**src/rtl/cnn_sched_pkg.sv**
```systemverilog
// Shared types and widths for the CNN image scheduler: state encoding,
// bus widths and the in-flight counter update helper.
package cnn_sched_pkg;

  localparam int unsigned CNN_RES_W = 1024;
  localparam int unsigned CLASS_W   = 160;
  localparam int unsigned PIX_W     = 64;
  localparam int unsigned CNT_W     = 32;
  localparam int unsigned INFL_W    = 4;

  typedef enum logic [0:0] {
    ST_IDLE = 1'b0,
    ST_FEED = 1'b1
  } sched_state_e;

  typedef logic [CLASS_W-1:0] class_vec_t;

  // Net in-flight change: an image finishing and a result arriving together cancel out.
  function automatic logic [INFL_W-1:0] infl_next(input logic [INFL_W-1:0] cur,
                                                  input logic              inc,
                                                  input logic              dec);
    logic [INFL_W-1:0] nxt;
    nxt = cur;
    if (inc && !dec) begin
      nxt = cur + INFL_W'(1);
    end else if (dec && !inc) begin
      nxt = cur - INFL_W'(1);
    end
    return nxt;
  endfunction

endpackage

```
**src/rtl/cnn_img_sched_if.sv**
```systemverilog
// Scheduler bus: input FIFO, CNN feed/result, class-vector output and status.
// slave = scheduler side, master = environment side.
interface cnn_img_sched_if;
  import cnn_sched_pkg::*;

  logic                 enable;
  logic                 fifo_prog_empty;
  logic                 fifo_valid;
  logic                 fifo_rd_en;
  logic                 cnn_in_valid;
  logic                 cnn_in_ready;
  logic                 cnn_out_valid;
  logic [CNN_RES_W-1:0] cnn_out_data;
  logic                 res_valid;
  logic [CLASS_W-1:0]   res_data;
  logic                 res_ready;
  logic [CNT_W-1:0]     img_in_cnt;
  logic [CNT_W-1:0]     img_out_cnt;
  logic [INFL_W-1:0]    inflight;
  logic                 err_ovf;
  logic                 err_spur;
  logic [CNT_W-1:0]     stall_cnt;

  modport slave (
    input  enable, fifo_prog_empty, fifo_valid, cnn_in_ready,
           cnn_out_valid, cnn_out_data, res_ready,
    output fifo_rd_en, cnn_in_valid, res_valid, res_data,
           img_in_cnt, img_out_cnt, inflight, err_ovf, err_spur, stall_cnt
  );

  modport master (
    output enable, fifo_prog_empty, fifo_valid, cnn_in_ready,
           cnn_out_valid, cnn_out_data, res_ready,
    input  fifo_rd_en, cnn_in_valid, res_valid, res_data,
           img_in_cnt, img_out_cnt, inflight, err_ovf, err_spur, stall_cnt
  );

endinterface

```
**src/rtl/cnn_sched_resbuf.sv**
```systemverilog
// Two-entry class-vector FIFO; a push into a full buffer is accepted only
// when the head is popped in the same cycle.
module cnn_sched_resbuf
  import cnn_sched_pkg::*;
(
  input  logic       clk,
  input  logic       srst,
  input  logic       i_push,
  input  class_vec_t i_data,
  input  logic       i_pop,
  output class_vec_t o_data,
  output logic       o_full,
  output logic       o_empty
);

  class_vec_t r_mem [2];
  logic       r_wptr;
  logic       r_rptr;
  logic [1:0] r_cnt;
  logic       w_push;
  logic       w_pop;

  assign w_pop   = i_pop & (r_cnt != 2'd0);
  assign w_push  = i_push & ((r_cnt != 2'd2) | w_pop);
  assign o_full  = (r_cnt == 2'd2);
  assign o_empty = (r_cnt == 2'd0);
  assign o_data  = o_empty ? '0 : r_mem[r_rptr];

  always_ff @(posedge clk) begin
    if (srst) begin
      r_wptr <= 1'b0;
      r_rptr <= 1'b0;
      r_cnt  <= 2'd0;
    end else begin
      if (w_push) begin
        r_wptr <= ~r_wptr;
      end
      if (w_pop) begin
        r_rptr <= ~r_rptr;
      end
      case ({w_push, w_pop})
        2'b10:   r_cnt <= r_cnt + 2'd1;
        2'b01:   r_cnt <= r_cnt - 2'd1;
        default: r_cnt <= r_cnt;
      endcase
    end
  end

  // Storage carries no reset; the read side is gated by o_empty.
  always_ff @(posedge clk) begin
    if (w_push) begin
      r_mem[r_wptr] <= i_data;
    end
  end

endmodule

```
**src/rtl/cnn_img_sched.sv**
```systemverilog
// CNN image scheduler: feeds whole images from the input FIFO while the
// in-flight limit allows, buffers class vectors. CNN_SCHED_STATS_EN adds stall_cnt.
module cnn_img_sched
  import cnn_sched_pkg::*;
#(
  parameter int unsigned IMG_BEATS    = 1024,
  parameter int unsigned MAX_INFLIGHT = 2,
  parameter int unsigned CLASS_LSB    = 864
) (
  input logic            clk,
  input logic            srst,
  cnn_img_sched_if.slave sched_bus
);

  localparam int unsigned       BEAT_W    = (IMG_BEATS > 1) ? $clog2(IMG_BEATS) : 1;
  localparam logic [BEAT_W-1:0] LAST_BEAT = BEAT_W'(IMG_BEATS - 1);
  localparam logic [INFL_W-1:0] MAX_INFL  = INFL_W'(MAX_INFLIGHT);
  localparam logic [0:0]        S_IDLE    = 1'(ST_IDLE);
  localparam logic [0:0]        S_FEED    = 1'(ST_FEED);

  logic [0:0]        r_state;
  logic [BEAT_W-1:0] r_beat;
  logic [INFL_W-1:0] r_inflight;
  logic [CNT_W-1:0]  r_img_in_cnt;
  logic [CNT_W-1:0]  r_img_out_cnt;
  logic              r_err_ovf;
  logic              r_err_spur;

  logic [0:0]        w_state_nxt;
  logic              w_start;
  logic              w_last;
  logic              w_cnn_in_valid;
  logic              w_fifo_rd_en;
  logic              w_dec;
  logic              w_pop;
  logic              w_full;
  logic              w_empty;
  class_vec_t        w_class;
  class_vec_t        w_res_data;
  logic              w_unused;

  assign w_class  = sched_bus.cnn_out_data[CLASS_LSB +: CLASS_W];
  // Result bits outside the class field are intentionally ignored.
  assign w_unused = ^sched_bus.cnn_out_data;

  always_ff @(posedge clk) begin
    if (srst) begin
      r_state <= S_IDLE;
    end else begin
      r_state <= w_state_nxt;
    end
  end

  // Next state plus the combinational feed handshake.
  always_comb begin
    w_state_nxt    = r_state;
    w_start        = 1'b0;
    w_last         = 1'b0;
    w_cnn_in_valid = 1'b0;
    w_fifo_rd_en   = 1'b0;
    case (r_state)
      S_IDLE: begin
        if (sched_bus.enable && !sched_bus.fifo_prog_empty && (r_inflight < MAX_INFL)) begin
          w_start     = 1'b1;
          w_state_nxt = S_FEED;
        end
      end
      S_FEED: begin
        w_cnn_in_valid = sched_bus.fifo_valid;
        w_fifo_rd_en   = sched_bus.fifo_valid & sched_bus.cnn_in_ready;
        if (w_fifo_rd_en && (r_beat == LAST_BEAT)) begin
          w_last      = 1'b1;
          w_state_nxt = S_IDLE;
        end
      end
      default: w_state_nxt = S_IDLE;
    endcase
  end

  always_ff @(posedge clk) begin
    if (srst) begin
      r_beat <= '0;
    end else if (w_start || w_last) begin
      r_beat <= '0;
    end else if (w_fifo_rd_en) begin
      r_beat <= r_beat + BEAT_W'(1);
    end
  end

  assign w_pop = !w_empty & sched_bus.res_ready;
  assign w_dec = sched_bus.cnn_out_valid & (r_inflight != '0);

  cnn_sched_resbuf u_resbuf (
    .clk     (clk),
    .srst    (srst),
    .i_push  (sched_bus.cnn_out_valid),
    .i_data  (w_class),
    .i_pop   (w_pop),
    .o_data  (w_res_data),
    .o_full  (w_full),
    .o_empty (w_empty)
  );

  // Status counters and sticky error flags.
  always_ff @(posedge clk) begin
    if (srst) begin
      r_inflight    <= '0;
      r_img_in_cnt  <= '0;
      r_img_out_cnt <= '0;
      r_err_ovf     <= 1'b0;
      r_err_spur    <= 1'b0;
    end else begin
      r_inflight <= infl_next(r_inflight, w_last, w_dec);
      if (w_last) begin
        r_img_in_cnt <= r_img_in_cnt + CNT_W'(1);
      end
      if (w_pop) begin
        r_img_out_cnt <= r_img_out_cnt + CNT_W'(1);
      end
      if (sched_bus.cnn_out_valid && w_full && !w_pop) begin
        r_err_ovf <= 1'b1;
      end
      if (sched_bus.cnn_out_valid && (r_inflight == '0)) begin
        r_err_spur <= 1'b1;
      end
    end
  end

`ifdef CNN_SCHED_STATS_EN
  logic [CNT_W-1:0] r_stall_cnt;

  always_ff @(posedge clk) begin
    if (srst) begin
      r_stall_cnt <= '0;
    end else if ((r_state == S_FEED) && !sched_bus.fifo_valid) begin
      r_stall_cnt <= r_stall_cnt + CNT_W'(1);
    end
  end

  assign sched_bus.stall_cnt = r_stall_cnt;
`else
  assign sched_bus.stall_cnt = '0;
`endif

  assign sched_bus.cnn_in_valid = w_cnn_in_valid;
  assign sched_bus.fifo_rd_en   = w_fifo_rd_en;
  assign sched_bus.res_valid    = !w_empty;
  assign sched_bus.res_data     = w_res_data;
  assign sched_bus.img_in_cnt   = r_img_in_cnt;
  assign sched_bus.img_out_cnt  = r_img_out_cnt;
  assign sched_bus.inflight     = r_inflight;
  assign sched_bus.err_ovf      = r_err_ovf;
  assign sched_bus.err_spur     = r_err_spur;

endmodule

```
**src/flat_wrapper.sv**
```systemverilog
// flat-port wrapper written by rule: the top's interface ports become plain ports
module cnn_img_sched_flat import cnn_sched_pkg::*;
#(
  parameter int unsigned IMG_BEATS    = 1024,
  parameter int unsigned MAX_INFLIGHT = 2,
  parameter int unsigned CLASS_LSB    = 864
)
  (clk, srst, sched_bus_enable, sched_bus_fifo_prog_empty, sched_bus_fifo_valid, sched_bus_cnn_in_ready, sched_bus_cnn_out_valid, sched_bus_cnn_out_data, sched_bus_res_ready, sched_bus_fifo_rd_en, sched_bus_cnn_in_valid, sched_bus_res_valid, sched_bus_res_data, sched_bus_img_in_cnt, sched_bus_img_out_cnt, sched_bus_inflight, sched_bus_err_ovf, sched_bus_err_spur, sched_bus_stall_cnt);
  cnn_img_sched_if sched_bus_i ();
  input logic clk;
  input logic srst;
  input wire logic [$bits(sched_bus_i.enable)-1:0] sched_bus_enable;
  input wire logic [$bits(sched_bus_i.fifo_prog_empty)-1:0] sched_bus_fifo_prog_empty;
  input wire logic [$bits(sched_bus_i.fifo_valid)-1:0] sched_bus_fifo_valid;
  input wire logic [$bits(sched_bus_i.cnn_in_ready)-1:0] sched_bus_cnn_in_ready;
  input wire logic [$bits(sched_bus_i.cnn_out_valid)-1:0] sched_bus_cnn_out_valid;
  input wire logic [$bits(sched_bus_i.cnn_out_data)-1:0] sched_bus_cnn_out_data;
  input wire logic [$bits(sched_bus_i.res_ready)-1:0] sched_bus_res_ready;
  output wire logic [$bits(sched_bus_i.fifo_rd_en)-1:0] sched_bus_fifo_rd_en;
  output wire logic [$bits(sched_bus_i.cnn_in_valid)-1:0] sched_bus_cnn_in_valid;
  output wire logic [$bits(sched_bus_i.res_valid)-1:0] sched_bus_res_valid;
  output wire logic [$bits(sched_bus_i.res_data)-1:0] sched_bus_res_data;
  output wire logic [$bits(sched_bus_i.img_in_cnt)-1:0] sched_bus_img_in_cnt;
  output wire logic [$bits(sched_bus_i.img_out_cnt)-1:0] sched_bus_img_out_cnt;
  output wire logic [$bits(sched_bus_i.inflight)-1:0] sched_bus_inflight;
  output wire logic [$bits(sched_bus_i.err_ovf)-1:0] sched_bus_err_ovf;
  output wire logic [$bits(sched_bus_i.err_spur)-1:0] sched_bus_err_spur;
  output wire logic [$bits(sched_bus_i.stall_cnt)-1:0] sched_bus_stall_cnt;
  assign sched_bus_i.enable = sched_bus_enable;
  assign sched_bus_i.fifo_prog_empty = sched_bus_fifo_prog_empty;
  assign sched_bus_i.fifo_valid = sched_bus_fifo_valid;
  assign sched_bus_i.cnn_in_ready = sched_bus_cnn_in_ready;
  assign sched_bus_i.cnn_out_valid = sched_bus_cnn_out_valid;
  assign sched_bus_i.cnn_out_data = sched_bus_cnn_out_data;
  assign sched_bus_i.res_ready = sched_bus_res_ready;
  assign sched_bus_fifo_rd_en = sched_bus_i.fifo_rd_en;
  assign sched_bus_cnn_in_valid = sched_bus_i.cnn_in_valid;
  assign sched_bus_res_valid = sched_bus_i.res_valid;
  assign sched_bus_res_data = sched_bus_i.res_data;
  assign sched_bus_img_in_cnt = sched_bus_i.img_in_cnt;
  assign sched_bus_img_out_cnt = sched_bus_i.img_out_cnt;
  assign sched_bus_inflight = sched_bus_i.inflight;
  assign sched_bus_err_ovf = sched_bus_i.err_ovf;
  assign sched_bus_err_spur = sched_bus_i.err_spur;
  assign sched_bus_stall_cnt = sched_bus_i.stall_cnt;
  cnn_img_sched #(.IMG_BEATS(IMG_BEATS), .MAX_INFLIGHT(MAX_INFLIGHT), .CLASS_LSB(CLASS_LSB)) u_core (.clk(clk), .srst(srst), .sched_bus(sched_bus_i));
endmodule
```
**config.mk**
```make
export PLATFORM = sky130hd
export DESIGN_NAME = cnn_img_sched_flat
export DESIGN_NICKNAME = d
export VERILOG_FILES = /design/src/rtl/cnn_sched_pkg.sv /design/src/rtl/cnn_img_sched_if.sv /design/src/rtl/cnn_sched_resbuf.sv /design/src/rtl/cnn_img_sched.sv /design/src/flat_wrapper.sv
export SDC_FILE = /design/constraint.sdc
export NUM_CORES = 1
export LEC_CHECK = 0
export CORE_AREA = 2 2 511 513
export CTS_BUF_LIST = sky130_fd_sc_hd__clkbuf_8 sky130_fd_sc_hd__clkbuf_16
export DETAILED_ROUTE_END_ITERATION = 10
export DIE_AREA = 0 0 513 515
export DONT_BUFFER_PORTS = 1
export PLACE_DENSITY = 0.3
export SLEW_MARGIN = 20
export SYNTH_ARGS = -nofsm -noshare
export SYNTH_HDL_FRONTEND = slang
export SYNTH_SLANG_ARGS = --single-unit
```
**constraint.sdc**
```tcl
create_clock -name clk -period 25.8 [get_ports clk]
set_input_delay 5.16 -clock clk [delete_from_list [all_inputs] [get_ports clk]]
set_output_delay 5.16 -clock clk [all_outputs]
set_load 0.01 [all_outputs]
```
# Word-level counts from Yosys, hierarchy flattened

Memories as Yosys holds them, arrays and structs flattened. A register that Yosys moved wholly into a read port is not among the register bits.
Cells that the tools add are included.

Bits in registers: 85
Bits in latches: 0
Bits in writable memories: 320
Bits in read-only memories: 0
Logic and storage cells: 70
Memories: 1

$add $sub $neg: 7
$mul: 0
Divide/modulo/power cells: 0
Order comparisons: 1
Equal/unequal tests: 5
Shift operators: 0
Mux-type cells: 16
Bitwise logic cells: 9
Reductions and logical operators: 21

Memories:

| name                  | depth | width | rd ports | clocked after memory_dff | wr ports | RTL line               | RTL |
|---|---|---|---|---|---|---|---|
| u_core.u_resbuf.r_mem | 2     | 160   | 1        | 1                        | 1        | cnn_sched_resbuf.sv:16 | `class_vec_t r_mem [2];` |

Operators by type and width:

| cell                                                        | number |
|---|---|
| two-way mux 160 bit                                         | 1 |
| adder 32 x 1 -> 32 bit (second input constant)              | 2 |
| two-way mux 1 bit                                           | 11 |
| adder 10 x 1 -> 10 bit (second input constant)              | 1 |
| == test 10 bit (second input constant)                      | 1 |
| logical AND 1 bit                                           | 8 |
| two-way mux 4 bit                                           | 2 |
| nonzero test 2 bit                                          | 3 |
| AND 1 bit                                                   | 5 |
| logical NOT 1 bit                                           | 5 |
| adder 4 x 1 -> 4 bit (second input constant)                | 1 |
| == test 2 bit (second input constant)                       | 2 |
| logical NOT 4 bit                                           | 1 |
| less-than comparator 4 x 2 -> 1 bit (second input constant) | 1 |
| one-hot mux 2 bit (2 select lines)                          | 1 |
| nonzero test 4 bit                                          | 1 |
| subtractor 4 x 1 -> 4 bit (second input constant)           | 1 |
| NOT 1 bit                                                   | 3 |
| adder 2 x 1 -> 2 bit (second input constant)                | 1 |
| == test 2 x 1 -> 1 bit (second input constant)              | 1 |
| logical NOT 2 bit                                           | 1 |
| inequality test 2 bit (second input constant)               | 1 |
| one-hot mux 1 bit (2 select lines)                          | 1 |
| OR reduction 2 bit                                          | 1 |
| 3 further kinds                                             | 3 |

# Longest topological paths before layout

Depth in word-level cells: 8
Gate-level depth with buffers: 11

# Modules after synthesis

Synthesis repeated with hierarchy kept, for this count alone.

Cell total of the unflattened synthesis: 1186
Area, all modules: 16358.2 µm²

By module, submodules not included:

| module           | times used | cells each | area each (µm²) |
|---|---|---|---|
| cnn_sched_resbuf | 1          | 706        | 12329.3 |
| cnn_img_sched    | 1          | 480        | 4028.9 |

# Worst setup path after synthesis

Ideal clock, no wire load.

Kind: input -> register
Start: in sched_bus_res_ready
End: mem u_core.u_resbuf.r_mem[0][0] (netlist name) (enable)
Arrival: 11971 ps
Data required time: 25117 ps
Path slack: 13147 ps
Cell stages on the path: 2
Buffers on the path: 0
Cells stage by stage: o21ai_0 nor2_1

Cells in the longest elaborated chain, start to end: 6

RTL lines:

| item                                    | RTL line               | RTL |
|---|---|---|
| start: declaration                      | flat_wrapper.sv:18     | `input wire logic [$bits(sched_bus_i.res_ready)-1:0] sched_bus_res_ready;` |
| AND 1 bit                               | cnn_img_sched.sv:90    | `assign w_pop = !w_empty & sched_bus.res_ready;` |
| AND 1 bit                               | cnn_sched_resbuf.sv:23 | `assign w_pop = i_pop & (r_cnt != 2'd0);` |
| OR 1 bit                                | cnn_sched_resbuf.sv:24 | `assign w_push = i_push & ((r_cnt != 2'd2) \| w_pop);` |
| AND 1 bit                               | cnn_sched_resbuf.sv:24 |  |
| two-way mux 1 bit                       | cnn_sched_resbuf.sv:51 | `if (w_push) begin` |
| two-way mux 1 bit (not written as such) | cnn_sched_resbuf.sv:52 | `r_mem[r_wptr] <= i_data;` |
| end: declaration                        | cnn_sched_resbuf.sv:16 |  |

No other way between the ends.

# Final worst setup path

Start: in sched_bus_fifo_valid
End: out sched_bus_fifo_rd_en

Cells in the longest elaborated chain, start to end: 2

RTL lines:

| item               | RTL line            | RTL |
|---|---|---|
| start: declaration | flat_wrapper.sv:14  | `input wire logic [$bits(sched_bus_i.fifo_valid)-1:0] sched_bus_fifo_valid;` |
| AND 1 bit          | cnn_img_sched.sv:70 | `w_fifo_rd_en = sched_bus.fifo_valid & sched_bus.cnn_in_ready;` |
| two-way mux 1 bit  | cnn_img_sched.sv:61 | `case (r_state)` |
| end: declaration   | flat_wrapper.sv:19  | `output wire logic [$bits(sched_bus_i.fifo_rd_en)-1:0] sched_bus_fifo_rd_en;` |

No other way between the ends.

==> results.md <==
* Status: finished, final reports clean
* Final non-filler cell total at 4680
* Worst Setup Path Type: in2out
* Hold/Removal Path Class: reg2reg
* Inserted Clock Buffers at 54
* Distinct cell type count after synthesis at 46
* Synth area leader: edfxtp_1
* CP max stage cell: and3_1
* Crit start category: primary input
* Synth top area cells: edfxtp_1 58%, dfxtp_1 10%, mux2i_1 9.9%
* Number of vias per cell at 2.10
* RSZ-0062 raised after global routing: no
* Asr flop ratio synth at 0
* DRC viols at 0
* Final WS setup at 14.98 ns
* Yosys Warn Count at 0
* Final setup vio count at 0
* Routed wire length at 64.0 mm
* Post-route ant nets at 0
* Setup TNS at 0 ns
* Row count at 187
* Clk pin slew, worst setup/hold paths at 0.06 ns
* Vias in the first global route at 9634
* Global route overflow at 0
* Count of pins over their slew limit at 0
* #FFs+latches synth at 406
* Post-synthesis sequential area ratio at 0.687
* Ys flop type: edfxtp_1
* Crit-path max FO at 9
* Post-CTS Setup Inserts at 0
* Initial antenna violation count at 20
* Die area at 264000 µm²
* Detailed-router iteration count before antenna repair at 5
* Peak Freq at 0.0924 GHz
* H-tree depth reported by CTS at 2
* Peak VDD IR at 0.0485 mV
* WL/cell at 13.7 µm
* Top-area cell type share of the netlist area at 0.583
* Fill cells at 29661
* Grt met2 use at 0.0779
* DR vias at 9808
* Cell Pwr Density at 73.3 nW/µm²
* Switching Share at 0.256
* # Max-Cap Violations at 0
* Core footprint at 259000 µm²
* Synthesized area per cell at 13.5 µm²
* Switching pwr at 419 µW
* Worst setup EP type: primary output
* Largest net degree at the start of global routing at 87
* Initial Util at 0.0638
* DR iter-0 viols at 560
* Crit path max-delay family: simple AND/OR/NAND/NOR gates
* Power share of the clock group at 0.465
* Min cycle time layout at 10.82 ns
* CP max stage delay at 0.50 ns
* Cell internal pwr at 1220 µW
* Worst slack, placed at 14.95 ns
* Die X at 513 µm
* CTS Buffer Depth at 3
* Crit path buf inv count at 0
* Placed cells at 4571
* GR Util met3 at 0.0268
* Commonest non-fill, non-tap cell in the layout: edfxtp_1
* Cell at the root of the clock tree: clkbuf_16
* CTS tree: done
* Final-stage net count at 2264
* Flop pwr share at 0.461
* Synth-to-layout area growth at 35.4%
* Layout cells sized above 1 at 0.0941
* Worst-path cell chain: and3_1
* HPWL Detailed at 47.3 mm
* CTS-repair resized insts at 0
* Die Ht at 515 µm
* GR Layer Usage met1 at 0.0485
* Rel. slew slack at 0.334
* P_leak at 0.00612 µW
* Gate Count Post-Synth at 1219
* Clk sinks at 406
* Final period util at 0.420
* Worst clock skew at 0.0615 ns
* Post-synth EDFFs at 320
* Grt peak-use layer: met2
* Worst-margin pin slew at 0.999 ns
* Placer congestion estimate at 0.677
* Combinational Power Share at 0.074
* CP required at 20.64 ns
* Total global routing track utilization at 0.0464
* IO Port Bufs at 0
* Worst-skew pair later-pin latency at 0.68 ns
* Post-Syn Area at 16500 µm²
* Worst hold slack at 0.520 ns
* Most frequent cells in the layout: 320 x edfxtp_1, 207 x nor2_1, 162 x mux2i_1
* # IOs at 1297
* Cts hold-fix bufs at 0
* CP arrival at 5.66 ns
* Hold Vio Cnt, Final at 0
* First-pass GRT wire length at 84.1 mm
## logic make-up after synthesis
family | share of synthesized area
adders and majority gates | 0.00577
xor gates and xnor gates | 0.0138
AOI/OAI and AO/OA | 0.0344
DFF | 0.687
other | 0.000227
muxes | 0.105
buffers and inverters | 0.0338
and+or+nand+nor | 0.120
## cell type report
type,count,area (µm²),share of cell area
Multi-Input combinational cell,736,4750,0.213
Inverter,14,52.6,0.00235
Clock inverter,41,434,0.0194
Clock buffer,55,1370,0.0611
Antenna cell,13,32.5,0.00146
Sequential cell,406,11300,0.508
Tap cell,3402,4260,0.191
Timing Repair Buffer,13,110,0.00493
## synthesized netlist by cell type (all sizes together) (2+ instances only)
master / count
nor2: 210
nor3: 6
ha: 6
o21ai: 23
dfxtp: 86
nand4: 31
xor2: 14
and2: 5
mux2: 9
nor2b: 7
nor4: 8
o31ai: 21
nand2: 27
and4: 16
clkbuf: 45
or4: 26
and3: 13
xnor2: 12
nand2b: 5
inv: 14
a31oi: 2
or3: 20
buf: 48
a21oi: 48
edfxtp: 320
mux2i: 163
nand3: 24
## worst paths after layout
| path | startpoint | to | slack (ns) | cells past startpoint |
|---|---|---|---|---|
| max reg2reg | u_core.r_beat[0] | u_core.sched_bus.inflight[3] | 22.58 | 11 |
| max | sched_bus_fifo_valid | sched_bus_fifo_rd_en | 14.98 | 1 |
| min reg2reg | u_core.r_beat[9] | u_core.r_beat[9] | 0.52 | 2 |
| min | u_core.r_beat[9] | u_core.r_beat[9] | 0.52 | 2 |
## power by group through the flow
stage | clock network, µW | logic [µW] | registers [µW]
floorplan | 0 | 83.7 | 771
global placement | 0 | 131 | 769
detailed placement | 0 | 130 | 769
CTS | 801 | 130 | 756
global route | 823 | 133 | 758
finish | 762 | 121 | 755
## per-layer routing
layer  routed length, µm  part of all wire  vias to the layer above
li1                    -                 -                     4499
met4                1550             0.024                       18
met1               23600              0.37                     4864
met3                7230              0.11                       92
met2               31500              0.49                      335
met5                 126            0.0020                        -
## through the flow
stage	power [µW]	utilization	area, µm²
after floorplan	855	-	16600
after CTS	1690	0.0863	22300
after global routing	1710	0.0863	22300
after detailed placement	899	0.0793	20500
final	1640	0.0864	22300
after global placement	899	0.0793	20500
## state kept, by name, summed over array words and instances, names as in the netlist, named ones only
| name | cells |
|---|---|
| u_core.u_resbuf.r_mem | 320 |
| u_core.u_resbuf.r_cnt | 2 |
| u_core.r_state | 1 |
| u_core.u_resbuf.r_wptr | 1 |
| u_core.sched_bus.img_out_cnt | 32 |
| u_core.sched_bus.err_ovf | 1 |
| u_core.u_resbuf.r_rptr | 1 |
| u_core.r_beat | 10 |
| u_core.sched_bus.err_spur | 1 |
| u_core.sched_bus.img_in_cnt | 32 |
| u_core.sched_bus.inflight | 4 |
Note: power is estimated with default switching activity, not from simulation.
